==> src/rtl/cpu6_csr_exu_pkg.sv <==
// cpu6_csr_exu_pkg: shared widths, funct3 low-bit encodings and FSM states for the CSR execution unit
package cpu6_csr_exu_pkg;
  localparam int CPU6_XLEN = 32;
  localparam int CPU6_CSR_SIZE = 12;
  localparam logic [1:0] OP_RW = 2'b01;
  localparam logic [1:0] OP_RS = 2'b10;
  localparam logic [1:0] OP_RC = 2'b11;
  localparam logic [2:0] S_IDLE = 3'd0;
  localparam logic [2:0] S_READ = 3'd1;
  localparam logic [2:0] S_WRITE = 3'd2;
  localparam logic [2:0] S_WB = 3'd3;
  localparam logic [2:0] S_ILL = 3'd4;
  // funct3 bit 2 only selects the immediate form, so 000 and 100 are the illegal codes
  function automatic logic is_illegal(input logic [2:0] op);
    return op[1:0] == 2'b00;
  endfunction
endpackage

==> src/rtl/cpu6_csr_exu.sv <==
// cpu6_csr_exu: Zicsr read-modify-write sequencer driving the CSR file access port
module cpu6_csr_exu
  import cpu6_csr_exu_pkg::*;
#(
  parameter int XLEN = CPU6_XLEN,
  parameter int CSR_SIZE = CPU6_CSR_SIZE
) (
  input  logic                i_clk,
  input  logic                i_reset,
  input  logic                i_req_valid,
  output logic                o_req_ready,
  input  logic [2:0]          i_req_op,
  input  logic [CSR_SIZE-1:0] i_req_idx,
  input  logic [4:0]          i_req_rs1_idx,
  input  logic [XLEN-1:0]     i_req_rs1_dat,
  input  logic [4:0]          i_req_rd_idx,
  input  logic                i_flush,
  output logic                o_csr_rd_en,
  output logic                o_csr_wr_en,
  output logic [CSR_SIZE-1:0] o_csr_idx,
  output logic [XLEN-1:0]     o_csr_write_dat,
  input  logic [XLEN-1:0]     i_csr_read_dat,
  output logic                o_wb_valid,
  output logic [4:0]          o_wb_rd_idx,
  output logic [XLEN-1:0]     o_wb_dat,
  input  logic                i_wb_ready,
  output logic                o_illegal_op
);
  logic [2:0]          r_state, w_next;
  logic [2:0]          r_op;
  logic [CSR_SIZE-1:0] r_idx;
  logic [4:0]          r_rd, r_rs1;
  logic [XLEN-1:0]     r_opnd, r_old, w_new;
  logic                w_accept, w_rd_sup, w_wr_sup;

  assign w_accept = r_state == S_IDLE && i_req_valid && !i_flush;
  // RW with rd=x0 must not read; RS/RC with rs1=x0 must not write
  assign w_rd_sup = r_op[1:0] == OP_RW && r_rd == 5'd0;
  assign w_wr_sup = r_op[1:0] != OP_RW && r_rs1 == 5'd0;

  always_comb begin
    w_new = r_op[1:0] == OP_RS ? (r_old | r_opnd) : r_op[1:0] == OP_RC ? (r_old & ~r_opnd) : r_opnd;
    w_next = i_flush ? S_IDLE :
             r_state == S_IDLE  ? (w_accept ? (is_illegal(i_req_op) ? S_ILL : S_READ) : S_IDLE) :
             r_state == S_READ  ? S_WRITE :
             r_state == S_WRITE ? (r_rd != 5'd0 ? S_WB : S_IDLE) :
             r_state == S_WB    ? (i_wb_ready ? S_IDLE : S_WB) : S_IDLE;
  end

  always_ff @(posedge i_clk) begin
    if (i_reset) begin
      r_state <= S_IDLE;
      r_op    <= '0;
      r_idx   <= '0;
      r_rd    <= '0;
      r_rs1   <= '0;
      r_opnd  <= '0;
      r_old   <= '0;
    end else begin
      r_state <= w_next;
      if (w_accept) begin
        r_op   <= i_req_op;
        r_idx  <= i_req_idx;
        r_rd   <= i_req_rd_idx;
        r_rs1  <= i_req_rs1_idx;
        r_opnd <= i_req_op[2] ? {{(XLEN-5){1'b0}}, i_req_rs1_idx} : i_req_rs1_dat;
      end
      if (r_state == S_READ) r_old <= w_rd_sup ? '0 : i_csr_read_dat;
    end
  end

  assign o_req_ready     = r_state == S_IDLE;
  assign o_csr_idx       = (r_state == S_READ || r_state == S_WRITE) ? r_idx : '0;
  assign o_csr_rd_en     = r_state == S_READ && !w_rd_sup && !i_flush;
  assign o_csr_wr_en     = r_state == S_WRITE && !w_wr_sup && !i_flush;
  assign o_csr_write_dat = r_state == S_WRITE ? w_new : '0;
  assign o_wb_valid      = r_state == S_WB && !i_flush;
  assign o_wb_rd_idx     = r_state == S_WB ? r_rd : '0;
  assign o_wb_dat        = r_state == S_WB ? r_old : '0;
  assign o_illegal_op    = r_state == S_ILL;
endmodule

==> config.mk <==
export PLATFORM = sky130hd
export DESIGN_NAME = cpu6_csr_exu
export DESIGN_NICKNAME = d
export VERILOG_FILES = /design/src/rtl/cpu6_csr_exu_pkg.sv /design/src/rtl/cpu6_csr_exu.sv
export SDC_FILE = /design/constraint.sdc
export NUM_CORES = 1
export LEC_CHECK = 0
export CAP_MARGIN = 40
export CORE_UTILIZATION = 48
export CTS_CLUSTER_DIAMETER = 120
export CTS_CLUSTER_SIZE = 28
export DETAILED_ROUTE_END_ITERATION = 12
export PLACE_DENSITY = 0.89
export SLEW_MARGIN = 20
export SYNTH_ARGS = -nofsm -noshare
export SYNTH_HDL_FRONTEND = slang
export SYNTH_SLANG_ARGS = --single-unit
==> constraint.sdc <==
create_clock -name i_clk -period 6.7 [get_ports i_clk]
set_clock_uncertainty 0.1 [all_clocks]
set_input_delay 2.01 -clock i_clk [delete_from_list [all_inputs] [get_ports i_clk]]
set_output_delay 2.01 -clock i_clk [all_outputs]
set_load 0.05 [all_outputs]
==> run_results.csv <==
group,metric,value,unit
floorplan,die_x,100,um
yosys,synthCells,596,
detailed_routing,route.detailed.drc,0,
pwr,combinationalPowerShare,15.4,%
floorplan,ioPinCount,180,
place,io_buffer_count,179,
hold_path,hp-start,"r_idx[3]",
clocking,cts_setup_buffers,0,
setup_path,end_kind,"output port",
layout,n_antenna_cell,0,
global_route,grt_max_degree,65,
clocking,clk_latency,360,ps
yosys,synth_edf_count,0,
floorplan,dieArea,0.0100,mm2
clocking,cts_buffer_depth,2,
clocking,cts-buffers-inserted,9,
clocking,cts_resized,0,
layout,n_fill_cell,748,
yosys,synth_top_family_by_area,"simple AND/OR/NAND/NOR gates",
hold_path,hold_class,"flip-flop to flip-flop",
yosys,syn-mean-instance-area,7.76,um2
layout,area_delta_synth_final,44.5,%
global_route,grt_usage,28.6,%
pwr,switchingPower,295,uW
setup_path,crit-reg2reg-launch,"r_state[2]",
sta,fin_crit_sh,84.2,%
sta,rsz0062_at_grt,"false",
detailed_routing,wl_per_cell,17.0,um
pwr,cell_internal_pwr,778,uW
sta,whs,377,ps
sta,tightest_slew,758,ps
yosys,syn_nets,690,
detailed_routing,drt-pass1-iter-count,5,
yosys,synth_compound_area_share,23.1,%
setup_path,arrival,3530,ps
clocking,clk_pin_slew,100,ps
layout,multi_input_area,0.00243,mm2
global_route,antenna_found_initial,1,
layout,instances_no_fill,867,
yosys,synth_fa_ha_area_share,0,%
yosys,synth_seq_area_share,39.4,%
clocking,cts_num_sinks,91,
detailed_routing,ant_nets,0,
layout,layout-drive-gt1-share,5.01,%
sta,slew_headroom,49.3,%
yosys,synthSimpleGateAreaFrac,27.7,%
yosys,synth_mux_area_share,1.08,%
place,gp_congestion,0.856,
place,dp_hpwl,10.0,mm
sta,clock.fmax,177,MHz
detailed_routing,vias,5078,
global_route,grt_remaining_overflow,0,
setup_path,worstPathRequired,4590,ps
setup_path,worstSetupPathType,"primary input to output port",
floorplan,fp.coreArea,0.00928,mm2
pwr,seqPwrFrac,53.0,%
outcome,outcome,"complete, no violations",
layout,nets,827,
place,placedCellCount,851,
layout,ff_latch_area,0.00182,mm2
pwr,power,1070,uW
floorplan,fp.dieH,100,um
global_route,grt_pass1_wl,22.9,mm
pwr,p_leak,0.00203,uW
clocking,cts-root-buf,"clkbuf_8",
yosys,ys_types,36,
setup_path,start_kind,"primary input",
run,maxCapViolations,0,
yosys,yosysWarnings,0,
pwr,sw_frac_of_total,27.5,%
sta,hold_viol_final,0,
sta,final_max_slew_viol_count,0,
yosys,syn_area,0.00462,mm2
yosys,synth_seq_cells,91,
floorplan,std_cell_rows,35,
setup_path,critPathMaxFanout,39,
clocking,ctsHoldBuffers,0,
floorplan,start_util,49.8,%
yosys,synth-main-ff-cell,"dfxtp_1",
pwr,vdd_ir_drop_max,0.0000956,V
detailed_routing,drt_iter0_drc,201,
yosys,synthArstFlopShare,0,%
detailed_routing,viasPerCell,5.86,
detailed_routing,drt-total-wl,14.8,mm
pwr,powerDensity,161,mW/mm2
sta,setup-violations-final,0,
pwr,clkPwrFrac,31.6,%
clocking,htree_levels,3,
global_route,grt_pass1_vias,4712,
sta,min_period,5640,ps
yosys,synth_xor_area_share,0.189,%
setup_path,cp-startpoint,"i_flush",
sta,timing.setup.tns,0,ps
clocking,cts_tree,"yes",
-- cell usage after synthesis, types with 2 or more instances --
library cell | n | area (um2)
a311oi_1 | 6 | 52.6
or3_1 | 33 | 206
nor3b_1 | 2 | 15.0
nand4b_1 | 27 | 236
and2_1 | 17 | 106
nand3_1 | 24 | 120
nand3b_1 | 33 | 248
a21oi_1 | 88 | 440
clkbuf_1 | 61 | 229
nor2_1 | 36 | 135
dfxtp_1 | 91 | 1820
nor3_1 | 2 | 10.0
mux2i_1 | 5 | 50.1
a211oi_1 | 2 | 15.0
nand2_1 | 34 | 128
o32ai_1 | 32 | 280
o21ai_0 | 51 | 255
inv_1 | 34 | 128
-- kinds of logic (layout without fill, tap and decap cells) --
logic type,after synthesis,count (layout)
AOI/OAI and AO/OA,182,182
muxes,5,5
buffers and inverters,101,243
xor gates and xnor gates,1,1
DFF,91,91
and+or+nand+nor,216,216
-- routing by layer --
metal / routed length, um / global-route usage [%] / vias up
met5: 13 / 0 / -
met4: 282 / 9.70 / 2
met3: 1180 / 6.55 / 25
met2: 7400 / 51.1 / 225
met1: 5900 / 33.6 / 2417
li1: - / - / 2409
-- through the flow --
stage	worst slack, ps	cell area [um2]	utilization, %
2_1_floorplan	951	4620	-
3_3_place_gp	1100	6400	68.9
3_5_place_dp	1080	6500	70.1
4_1_cts	1080	6680	72.0
5_1_grt	989	6680	72.0
6_report	1060	6680	72.0
-- state kept, by name (all words and copies together), names as in the netlist --
signal and flops:
r_idx 12, r_old 32, r_state 3, r_rd 5, r_opnd 32, r_op 2
r_rs1 5
-- placed cells by master, fill, tap and decap left out, drive strengths merged, types with 17 or more instances in the layout --
cell type	netlist	layout
dfxtp	91	91
nand4b	27	27
a21oi	88	88
nor2	36	36
nand3b	33	33
inv	34	36
or3	33	33
o21ai	51	51
o32ai	32	32
nand2	34	34
nand3	24	24
and2	17	17
clkdlybuf4s50	0	177
-- cell type report --
cell class              instances  area share, %
clock inverters                 7          0.805
repair buffers                192           29.3
multi-input cells             404           36.4
flip-flops and latches         91           27.3
well taps                     129           2.42
clock buffers                   9           1.85
inverters                      35           1.97
-- final timing paths --
kind / end / slack [ps] / cells after the start
setup / recovery: o_csr_wr_en / 1060 / 3
hold / removal: r_idx[3] / 380 / 2
setup reg to reg: r_state[0] / 4220 / 4
hold reg to reg: r_idx[3] / 380 / 2
-- power by group through the flow --
| stage | Clock, uW | Sequential (uW) | Combinational (uW) |
|---|---|---|---|
| after floorplan | 0 | 577 | 80.0 |
| after global placement | 0 | 580 | 154 |
| after detailed placement | 0 | 582 | 163 |
| after CTS | 344 | 569 | 164 |
| after global routing | 371 | 571 | 178 |
| final | 339 | 569 | 165 |
-- critical path, stage by stage --
cell and delay, ps:
buf_2 300, a311oi_1 350, clkdlybuf4s50_1 860
No activity file was read; power rests on OpenSTA's default activity.
